## config.mk

```make
export PLATFORM = sky130hd
export DESIGN_NAME = pipe_delay_line_flat
export DESIGN_NICKNAME = d
export VERILOG_FILES = /design/src/rtl/pipe_delay_line_if.sv /design/src/rtl/pipe_delay_line.sv /design/src/flat_wrapper.sv
export SDC_FILE = /design/constraint.sdc
export NUM_CORES = 1
export LEC_CHECK = 0
export CORE_MARGIN = 2
export CORE_UTILIZATION = 50
export CTS_CLUSTER_SIZE = 40
export DETAILED_ROUTE_END_ITERATION = 10
export GPL_TIMING_DRIVEN = 0
export PLACE_DENSITY = 0.7
export SYNTH_ARGS = -nofsm -noshare
export SYNTH_HDL_FRONTEND = slang
export SYNTH_SLANG_ARGS = --single-unit
export TNS_END_PERCENT = 100
```

## constraint.sdc

```tcl
create_clock -name clock -period 13.5 [get_ports clock]
set_input_delay 2.7 -clock clock [delete_from_list [all_inputs] [get_ports clock]]
set_output_delay 2.7 -clock clock [all_outputs]
set_load 0.03 [all_outputs]
```

## src/rtl/pipe_delay_line_if.sv

```systemverilog
`default_nettype none
// ============================================================================
// Module   : pipe_delay_line_if
// Purpose  : Bus bundle for pipe_delay_line (input beat, control, outputs).
// Revision : 1.0
// ============================================================================
interface pipe_delay_line_if #(
  parameter int WIDTH = 32
) ();
  logic             in_valid;
  logic [WIDTH-1:0] in_data;
  logic             advance;
  logic             flush;
  logic             out_valid;
  logic [WIDTH-1:0] out_data;
  logic             tap_valid;
  logic [WIDTH-1:0] tap_data;
  logic [5:0]       occupancy;

  modport master (
    output in_valid, in_data, advance, flush,
    input  out_valid, out_data, tap_valid, tap_data, occupancy
  );

  modport slave (
    input  in_valid, in_data, advance, flush,
    output out_valid, out_data, tap_valid, tap_data, occupancy
  );
endinterface
`default_nettype wire

```

## src/rtl/pipe_delay_line.sv

```systemverilog
`default_nettype none
// ============================================================================
// Module   : pipe_delay_line
// Purpose  : DEPTH-stage stallable, flushable delay line with a mid-point tap.
//            Tap outputs are live only when PIPE_DELAY_LINE_TAP_EN is defined.
// Revision : 1.0
// ============================================================================
module pipe_delay_line #(
  parameter int WIDTH = 32,
  parameter int DEPTH = 10,
  parameter int TAP   = 5
) (
  input  wire logic         clock,
  input  wire logic         resetn,
  pipe_delay_line_if.slave  bus
);

`ifdef PIPE_DELAY_LINE_TAP_EN
  localparam bit C_TAP_EN = 1'b1;
`else
  localparam bit C_TAP_EN = 1'b0;
`endif

  logic [WIDTH-1:0] r_data [DEPTH];
  logic [DEPTH-1:0] r_valid;
  logic [5:0]       r_occupancy;
  logic [DEPTH-1:0] w_valid_shift;
  logic [5:0]       w_occ_next;

  generate
    if (DEPTH == 1) begin : g_single
      assign w_valid_shift = bus.in_valid;
    end else begin : g_multi
      assign w_valid_shift = {r_valid[DEPTH-2:0], bus.in_valid};
    end
  endgenerate

  // Counter tracks entries leaving and arriving instead of a popcount tree.
  always_comb begin
    w_occ_next = r_occupancy + {5'd0, bus.in_valid} - {5'd0, r_valid[DEPTH-1]};
  end

  always_ff @(posedge clock) begin
    if (!resetn) begin
      for (int k = 0; k < DEPTH; k++) begin
        r_data[k] <= '0;
      end
      r_valid     <= '0;
      r_occupancy <= '0;
    end else begin
      // Data moves with advance even under flush; only valid bits are killed.
      if (bus.advance) begin
        r_data[0] <= bus.in_data;
        for (int k = 1; k < DEPTH; k++) begin
          r_data[k] <= r_data[k-1];
        end
      end
      if (bus.flush) begin
        r_valid     <= '0;
        r_occupancy <= '0;
      end else if (bus.advance) begin
        r_valid     <= w_valid_shift;
        r_occupancy <= w_occ_next;
      end
    end
  end

  assign bus.out_valid = r_valid[DEPTH-1];
  assign bus.out_data  = r_data[DEPTH-1];
  assign bus.occupancy = r_occupancy;
  assign bus.tap_valid = C_TAP_EN & r_valid[TAP-1];
  assign bus.tap_data  = C_TAP_EN ? r_data[TAP-1] : '0;

endmodule
`default_nettype wire

```

## src/flat_wrapper.sv

```systemverilog
// flat-port wrapper written by rule: the top's interface ports become plain ports
module pipe_delay_line_flat 
#(
  parameter int WIDTH = 32,
  parameter int DEPTH = 10,
  parameter int TAP   = 5
)
  (clock, resetn, bus_in_valid, bus_in_data, bus_advance, bus_flush, bus_out_valid, bus_out_data, bus_tap_valid, bus_tap_data, bus_occupancy);
  pipe_delay_line_if #(.WIDTH(WIDTH)) bus_i ();
  input  wire logic clock;
  input  wire logic resetn;
  input wire logic [$bits(bus_i.in_valid)-1:0] bus_in_valid;
  input wire logic [$bits(bus_i.in_data)-1:0] bus_in_data;
  input wire logic [$bits(bus_i.advance)-1:0] bus_advance;
  input wire logic [$bits(bus_i.flush)-1:0] bus_flush;
  output wire logic [$bits(bus_i.out_valid)-1:0] bus_out_valid;
  output wire logic [$bits(bus_i.out_data)-1:0] bus_out_data;
  output wire logic [$bits(bus_i.tap_valid)-1:0] bus_tap_valid;
  output wire logic [$bits(bus_i.tap_data)-1:0] bus_tap_data;
  output wire logic [$bits(bus_i.occupancy)-1:0] bus_occupancy;
  assign bus_i.in_valid = bus_in_valid;
  assign bus_i.in_data = bus_in_data;
  assign bus_i.advance = bus_advance;
  assign bus_i.flush = bus_flush;
  assign bus_out_valid = bus_i.out_valid;
  assign bus_out_data = bus_i.out_data;
  assign bus_tap_valid = bus_i.tap_valid;
  assign bus_tap_data = bus_i.tap_data;
  assign bus_occupancy = bus_i.occupancy;
  pipe_delay_line #(.WIDTH(WIDTH), .DEPTH(DEPTH), .TAP(TAP)) u_core (.clock(clock), .resetn(resetn), .bus(bus_i));
endmodule
```

==> run_results.csv, run 1 <==
group,metric,value,unit
yosys,synth_fa_ha_area_share,0.719,%
critical_path,crit_required,13670,ps
global_route,grt_usage,12.9,%
critical_path,r2r_end,"u_core.bus.occupancy[4]",
clock_network,clock_latency,490,ps
clock_network,cts.sinks,336,
yosys,yosys.area.top_type_share,72.6,%
clock_network,cts_resized,0,
global_route,grt_pass1_vias,6394,
clock_network,htreeDepth,2,
layout,fillers,1989,
global_route,antenna_found_initial,1,
yosys,synth_cell_type_count,28,
critical_path,cp-end-kind,"register",
power_and_ir_drop,p_leak,7.15,nW
layout,drive_gt1_share,12.5,%
timing,min_period_over_period,33.7,%
worst_hold_path,hold_end,"u_core.r_valid[2]",
worst_hold_path,hp-start,"u_core.r_valid[1]",
critical_path,path_max_fanout,61,
timing,drv_slew,0,
power_and_ir_drop,pwr-share-clk,38.7,%
clock_network,clkTransAtPathRegs,60,ps
yosys,synth_top_family_by_area,"simple AND/OR/NAND/NOR gates",
global_route,overflow,0,
timing,maxSlewHeadroom,54.1,%
yosys,syn-instance-count,870,
worst_hold_path,min_path_cells,2,
floorplanning,num_io_pins,109,
placed_design,portBuffers,73,
timing,worstMarginPinSlew,688,ps
timing,finClkSkew,15.0,ps
yosys,synthMuxAreaShare,0.908,%
critical_path,rrSetupSlack,11370,ps
placed_design,dp_hpwl,11700,um
route,drcViolationCount,0,
yosys,avgSynthCellArea,15.2,um^2
route,dr.pass1.iters,4,
worst_hold_path,hold_path_class,"reg -> reg",
floorplanning,rows,59,
yosys,yosysSeqAreaShare,75.1,%
route,vias,6653,
yosys,yosysWarnings,0,
yosys,synth_top_area_cell,"edfxtp_1",
clock_network,postCtsHoldBufs,0,
placed_design,placedInstanceArea,14600,um^2
power_and_ir_drop,netSwitchingFraction,20.1,%
yosys,synth.ff_latch_count,336,
yosys,synth_compound_area_share,0.728,%
timing,period_minus_slack,4550,ps
timing,fmax,220,MHz
clock_network,cts_tree,"yes",
outcome,status,"completed",
timing,hold_viol_final,0,
timing,hold_ws,485,ps
floorplanning,die_x,167,um
clock_network,post-cts-setup-buffer-count,0,
clock_network,cts_made_buffers,34,
yosys,synth_xor_area_share,0.132,%
critical_path,cp-start-kind,"input port",
global_route,grt_max_degree,62,
layout,n_antenna_cell,0,
timing,fin_setup_tns,0,ps
yosys,syn_area,13200,um^2
power_and_ir_drop,power_per_cell_area,142,nW/um^2
route,ant_nets,0,
yosys,synthArstFlopShare,0,%
job,maxCapViolCount,0,
clock_network,root_buffer,"clkbuf_16",
timing,rsz0062_at_grt,"false",
floorplanning,die_area,27800,um^2
layout,nets,1060,
critical_path,crit_arrival,4720,ps
power_and_ir_drop,p_int,1.78,mW
placed_design,gp_congestion,0.710,
power_and_ir_drop,power.share.sequential,54.8,%
route,wl_per_cell,12.9,um
yosys,synthSimpleGateAreaFrac,16.1,%
critical_path,crit_start,"resetn",
route,routed_via_density,4.85,
power_and_ir_drop,vdd_drop_max,0.0925,mV
layout,utilization,60.2,%
yosys,ys.flop_type,"edfxtp_1",
yosys,synthTopCellsByArea,"edfxtp_1 (73%), and3_1 (15%), buf_4 (3.7%)",
floorplanning,start_util,50.9,%
route,drt-total-wl,17700,um
floorplanning,core-area,26000,um^2
layout,postLayoutCellArea,15700,um^2
layout,seqCellArea,9930,um^2
global_route,grt_pass1_wl,29800,um
power_and_ir_drop,combPwrFrac,6.4,%
layout,area_growth,18.4,%
critical_path,rr_startpoint,"u_core.bus.occupancy[0]",
power_and_ir_drop,p_sw,0.448,mW
critical_path,r2r_cells,10,
floorplanning,dieHeight,167,um
clock_network,cts_max_path_buffers,3,
layout,multi_input_area,2590,um^2
timing,setup_viol,0,
critical_path,worstSetupPathType,"in -> reg",
yosys,synth_edf_count,320,
route,drtIter0Drc,327,
[critical path, cell delays in order]
cell	delay [ps]
buf_4	160
clkbuf_1	240
nand2_4	590
buf_16	350
buf_16	300
buf_12	290
[power groups by stage]
| stage | Sequential, mW | Clock (mW) | Combinational, mW |
|---|---|---|---|
| 2_1_floorplan | 1.25 | 0 | 0.0979 |
| 3_3_place_gp | 1.26 | 0 | 0.135 |
| 3_5_place_dp | 1.24 | 0 | 0.144 |
| 4_1_cts | 1.22 | 0.885 | 0.145 |
| 5_1_grt | 1.23 | 0.928 | 0.158 |
| 6_report | 1.22 | 0.863 | 0.143 |
[sequential cells by signal (all words and copies together) (netlist names)]
register	flops
u_core.r_valid	10
u_core.r_data	320
u_core.bus.occupancy	6
[worst max-delay path by stage]
stage | cells after the start | end | slack [ps]
floorplan | 3 | u_core.r_data[0][0] | 2870
global route | 6 | u_core.r_data[0][14] | 8780
CTS | 6 | u_core.r_data[0][17] | 8910
global placement | 3 | u_core.r_data[0][26] | 650
finish | 6 | u_core.r_data[0][14] | 8950
detailed placement | 6 | u_core.r_data[0][23] | 8410
[cell usage in the layout, fill, tap and decap left out, drive strengths merged, types with 3 or more instances in the layout]
master / Yosys / layout
clkbuf: 64 / 108
inv: 9 / 10
conb: 1 / 33
a21oi: 3 / 3
edfxtp: 320 / 320
ha: 6 / 6
a211oi: 3 / 3
buf: 77 / 82
dfxtp: 16 / 16
clkinv: 0 / 6
nand2: 4 / 4
and3: 321 / 321
clkdlybuf4s50: 0 / 73
clkinvlp: 0 / 3
nor2: 19 / 19
mux2i: 12 / 12
[Yosys cell counts (2+ instances only)]
library cell,count
inv_1,9
dfxtp_1,16
xor2_1,2
a21oi_1,3
buf_4,66
nor2_1,19
a211oi_1,2
ha_1,6
nor3_1,2
and3_1,321
edfxtp_1,320
mux2i_1,12
nand2_1,4
buf_2,10
clkbuf_1,64
o31ai_1,2
[stage by stage]
stage / setup slack [ps] / instances / power [mW]
after floorplan: 2870 / 902 / 1.35
after global placement: 649 / 1310 / 1.40
after detailed placement: 8410 / 1315 / 1.39
after CTS: 8910 / 1371 / 2.25
after global routing: 8780 / 1371 / 2.31
final: 8950 / 1371 / 2.23
[layout make-up]
type	instances	share of cell area, %
Buffer	141	5.09
Clock buffer	44	5.81
Clock inverter	12	0.751
Inverter	9	0.216
Multi-Input combinational cell	416	16.6
Sequential cell	336	63.4
Tap cell	335	2.68
Timing Repair Buffer	78	5.45
[metal layers]
| metal | vias up | share of wire [%] | track usage, % |
|---|---|---|---|
| li1 | 3444 | - | - |
| met5 | - | 0 | 0 |
| met4 | 0 | 2.0 | 4.01 |
| met1 | 3043 | 40 | 14.6 |
| met2 | 135 | 54 | 24.4 |
| met3 | 31 | 4.5 | 2.64 |
[cell families (layout without fill, tap and decap cells)]
family / count (synthesis) / in the layout
simple gates: 350 / 350
flops: 336 / 336
compound gates: 12 / 12
fa+ha+maj: 7 / 7
other cells: 1 / 33
buf+inv: 150 / 284
xor+xnor: 2 / 2
mux: 12 / 12
No activity file was read; power rests on OpenSTA's default activity.
==> run 2: changes to the inputs <==
==> constraint.sdc (replaced) <==
create_clock -name clock -period 4.7 [get_ports clock]
set_input_delay 0.94 -clock clock [delete_from_list [all_inputs] [get_ports clock]]
set_output_delay 0.94 -clock clock [all_outputs]
set_load 0.03 [all_outputs]
==> run 2 against run 1 <==
Count of clock-buffer cells in the layout unchanged. Sequential power increased to 2.9 times the previous value. Sequential share of layout area decreased by 0.12 points. Setup slack got worse by 7200 ps. Global-route usage about the same. Die area unchanged. Power increased to 2.9 times the previous value. First-iteration DRC count increased by 14%. Routed wire length decreased by 1.3%. Critical path type unchanged. Largest cell class unchanged.
==> run_results.csv, run 2 (synthesis gave the netlist of run 1 again) <==
group,metric,value,unit
placed_design,portBuffers,73,
timing,worstMarginPinSlew,779,ps
timing,finClkSkew,7.59,ps
clock_network,cts_max_path_buffers,3,
power_and_ir_drop,combPwrFrac,6.2,%
power_and_ir_drop,power_per_cell_area,417,nW/um^2
timing,setup_viol,0,
critical_path,rr_startpoint,"u_core.bus.occupancy[0]",
layout,area_growth,18.6,%
timing,fmax,340,MHz
route,vias,6658,
global_route,grt_max_degree,112,
route,drcViolationCount,0,
layout,largest_register_ffs,320,
power_and_ir_drop,vdd_drop_max,0.290,mV
critical_path,critical_path.slowest_cell,"nand2_8",
clock_network,cts_made_buffers,35,
critical_path,crit_cells,5,
clock_network,clock_latency,490,ps
placed_design,dp_slack,1240,ps
power_and_ir_drop,p_leak,7.17,nW
timing,period_minus_slack,2940,ps
global_route,grt_usage,12.9,%
route,wl_per_cell,12.7,um
critical_path,r2r_end,"u_core.bus.occupancy[4]",
route,dr.pass1.iters,5,
clock_network,cts.sinks,336,
power_and_ir_drop,p_int,5.23,mW
floorplanning,rows,59,
route,ant_nets,0,
timing,min_period_over_period,62.6,%
power_and_ir_drop,power.share.sequential,53.7,%
critical_path,rrSetupSlack,2570,ps
global_route,overflow,0,
placed_design,place_inst,1312,
floorplanning,die_area,27800,um^2
floorplanning,num_io_pins,109,
critical_path,cp-end-kind,"register",
route,drt-total-wl,17500,um
clock_network,cts_tree,"yes",
floorplanning,die_x,167,um
clock_network,root_buffer,"clkbuf_16",
job,maxCapViolCount,0,
clock_network,htreeDepth,2,
route,routed_via_density,4.84,
critical_path,cp_num_buf_inv,4,
timing,setup_ws,1760,ps
layout,n_antenna_cell,0,
layout,stdcell_count,1375,
worst_hold_path,hold_path_class,"reg -> reg",
placed_design,dp_hpwl,11400,um
timing,maxSlewHeadroom,48.0,%
critical_path,slowest_delay,630,ps
global_route,grt_pass1_wl,29800,um
timing,fin_setup_tns,0,ps
timing,rsz0062_at_grt,"false",
layout,drive_gt1_share,12.6,%
power_and_ir_drop,pwr-share-clk,40.2,%
critical_path,cp-start-kind,"input port",
critical_path,crit_start,"resetn",
timing,drv_slew,0,
floorplanning,core-area,26000,um^2
critical_path,r2r_cells,10,
critical_path,crit_family,"buffers and inverters",
critical_path,critPathCapture,"u_core.r_data[0][33]",
critical_path,cp_common_cell,"buf_16",
critical_path,crit_required,4830,ps
timing,hold_ws,496,ps
floorplanning,start_util,50.9,%
clock_network,postCtsHoldBufs,0,
floorplanning,dieHeight,167,um
timing,hold_viol_final,0,
critical_path,worstSetupPathType,"in -> reg",
route,drtIter0Drc,374,
power_and_ir_drop,netSwitchingFraction,20.0,%
global_route,grt_pass1_vias,6597,
layout,largest_register,"u_core.r_data",
clock_network,clkTransAtPathRegs,60,ps
power_and_ir_drop,p_sw,1.31,mW
layout,final_cell_mix,"and3_1 (321), edfxtp_1 (320), clkdlybuf4s50_1 (73)",
critical_path,path_cells,"buf_4 > clkbuf_1 > nand2_8 > buf_16 > buf_16",
critical_path,crit_arrival,3070,ps
layout,nets,1058,
global_route,antenna_found_initial,0,
outcome,status,"completed",
power_and_ir_drop,p_total,6.54,mW
placed_design,gp_congestion,0.742,
critical_path,path_max_fanout,111,
clock_network,post-cts-setup-buffer-count,0,
layout,final_common_cell,"and3_1",
clock_network,cts_resized,0,
## run 2: through the flow
step	instance area, um^2	util (%)
detailed placement	14600	56.1
global placement	14500	55.8
floorplan	13400	-
CTS	15700	60.4
finish	15700	60.4
global route	15700	60.4
## run 2: layout make-up
class / instances / area [um^2]
plain buffers: 141 / 797
clock buffers: 44 / 952
clock inverters: 19 / 163
fillers: 1988 / 10300
inverters: 9 / 33.8
multi-input cells: 416 / 2600
flip-flops and latches: 336 / 9930
well taps: 335 / 419
repair buffers: 75 / 786
## run 2: how the worst min path moves through the flow
stage,startpoint,slack [ps],endpoint,cells past startpoint
final,u_core.r_valid[6],500,u_core.r_valid[6],2
after global routing,u_core.r_valid[8],550,u_core.r_valid[8],2
after CTS,u_core.r_valid[8],500,u_core.r_valid[9],2
after detailed placement,u_core.r_valid[8],480,u_core.r_valid[9],2
after global placement,u_core.r_valid[4],470,u_core.r_valid[4],2
after floorplan,u_core.r_valid[0],460,u_core.r_valid[0],2
## run 2: worst min-delay path, cell delays in order (launching register included)
cell and delay, ps:
dfxtp_1 330, mux2i_1 60, nor2_1 70
## run 2: power by group through the flow
stage | registers [mW] | clock network [mW] | logic, mW
final | 3.51 | 2.63 | 0.404
after detailed placement | 3.57 | 0 | 0.407
after global routing | 3.52 | 2.82 | 0.446
after floorplan | 3.57 | 0 | 0.282
after global placement | 3.58 | 0 | 0.389
after CTS | 3.51 | 2.68 | 0.408
## run 2: per-layer routing
metal  up-vias  share of wire [%]  GRT usage (%)
li1       3451                  -              -
met1      3035                 40           14.5
met2       133                 54           24.5
met3        39                4.5           2.50
met4         0                2.4           4.05
met5         -                  0              0
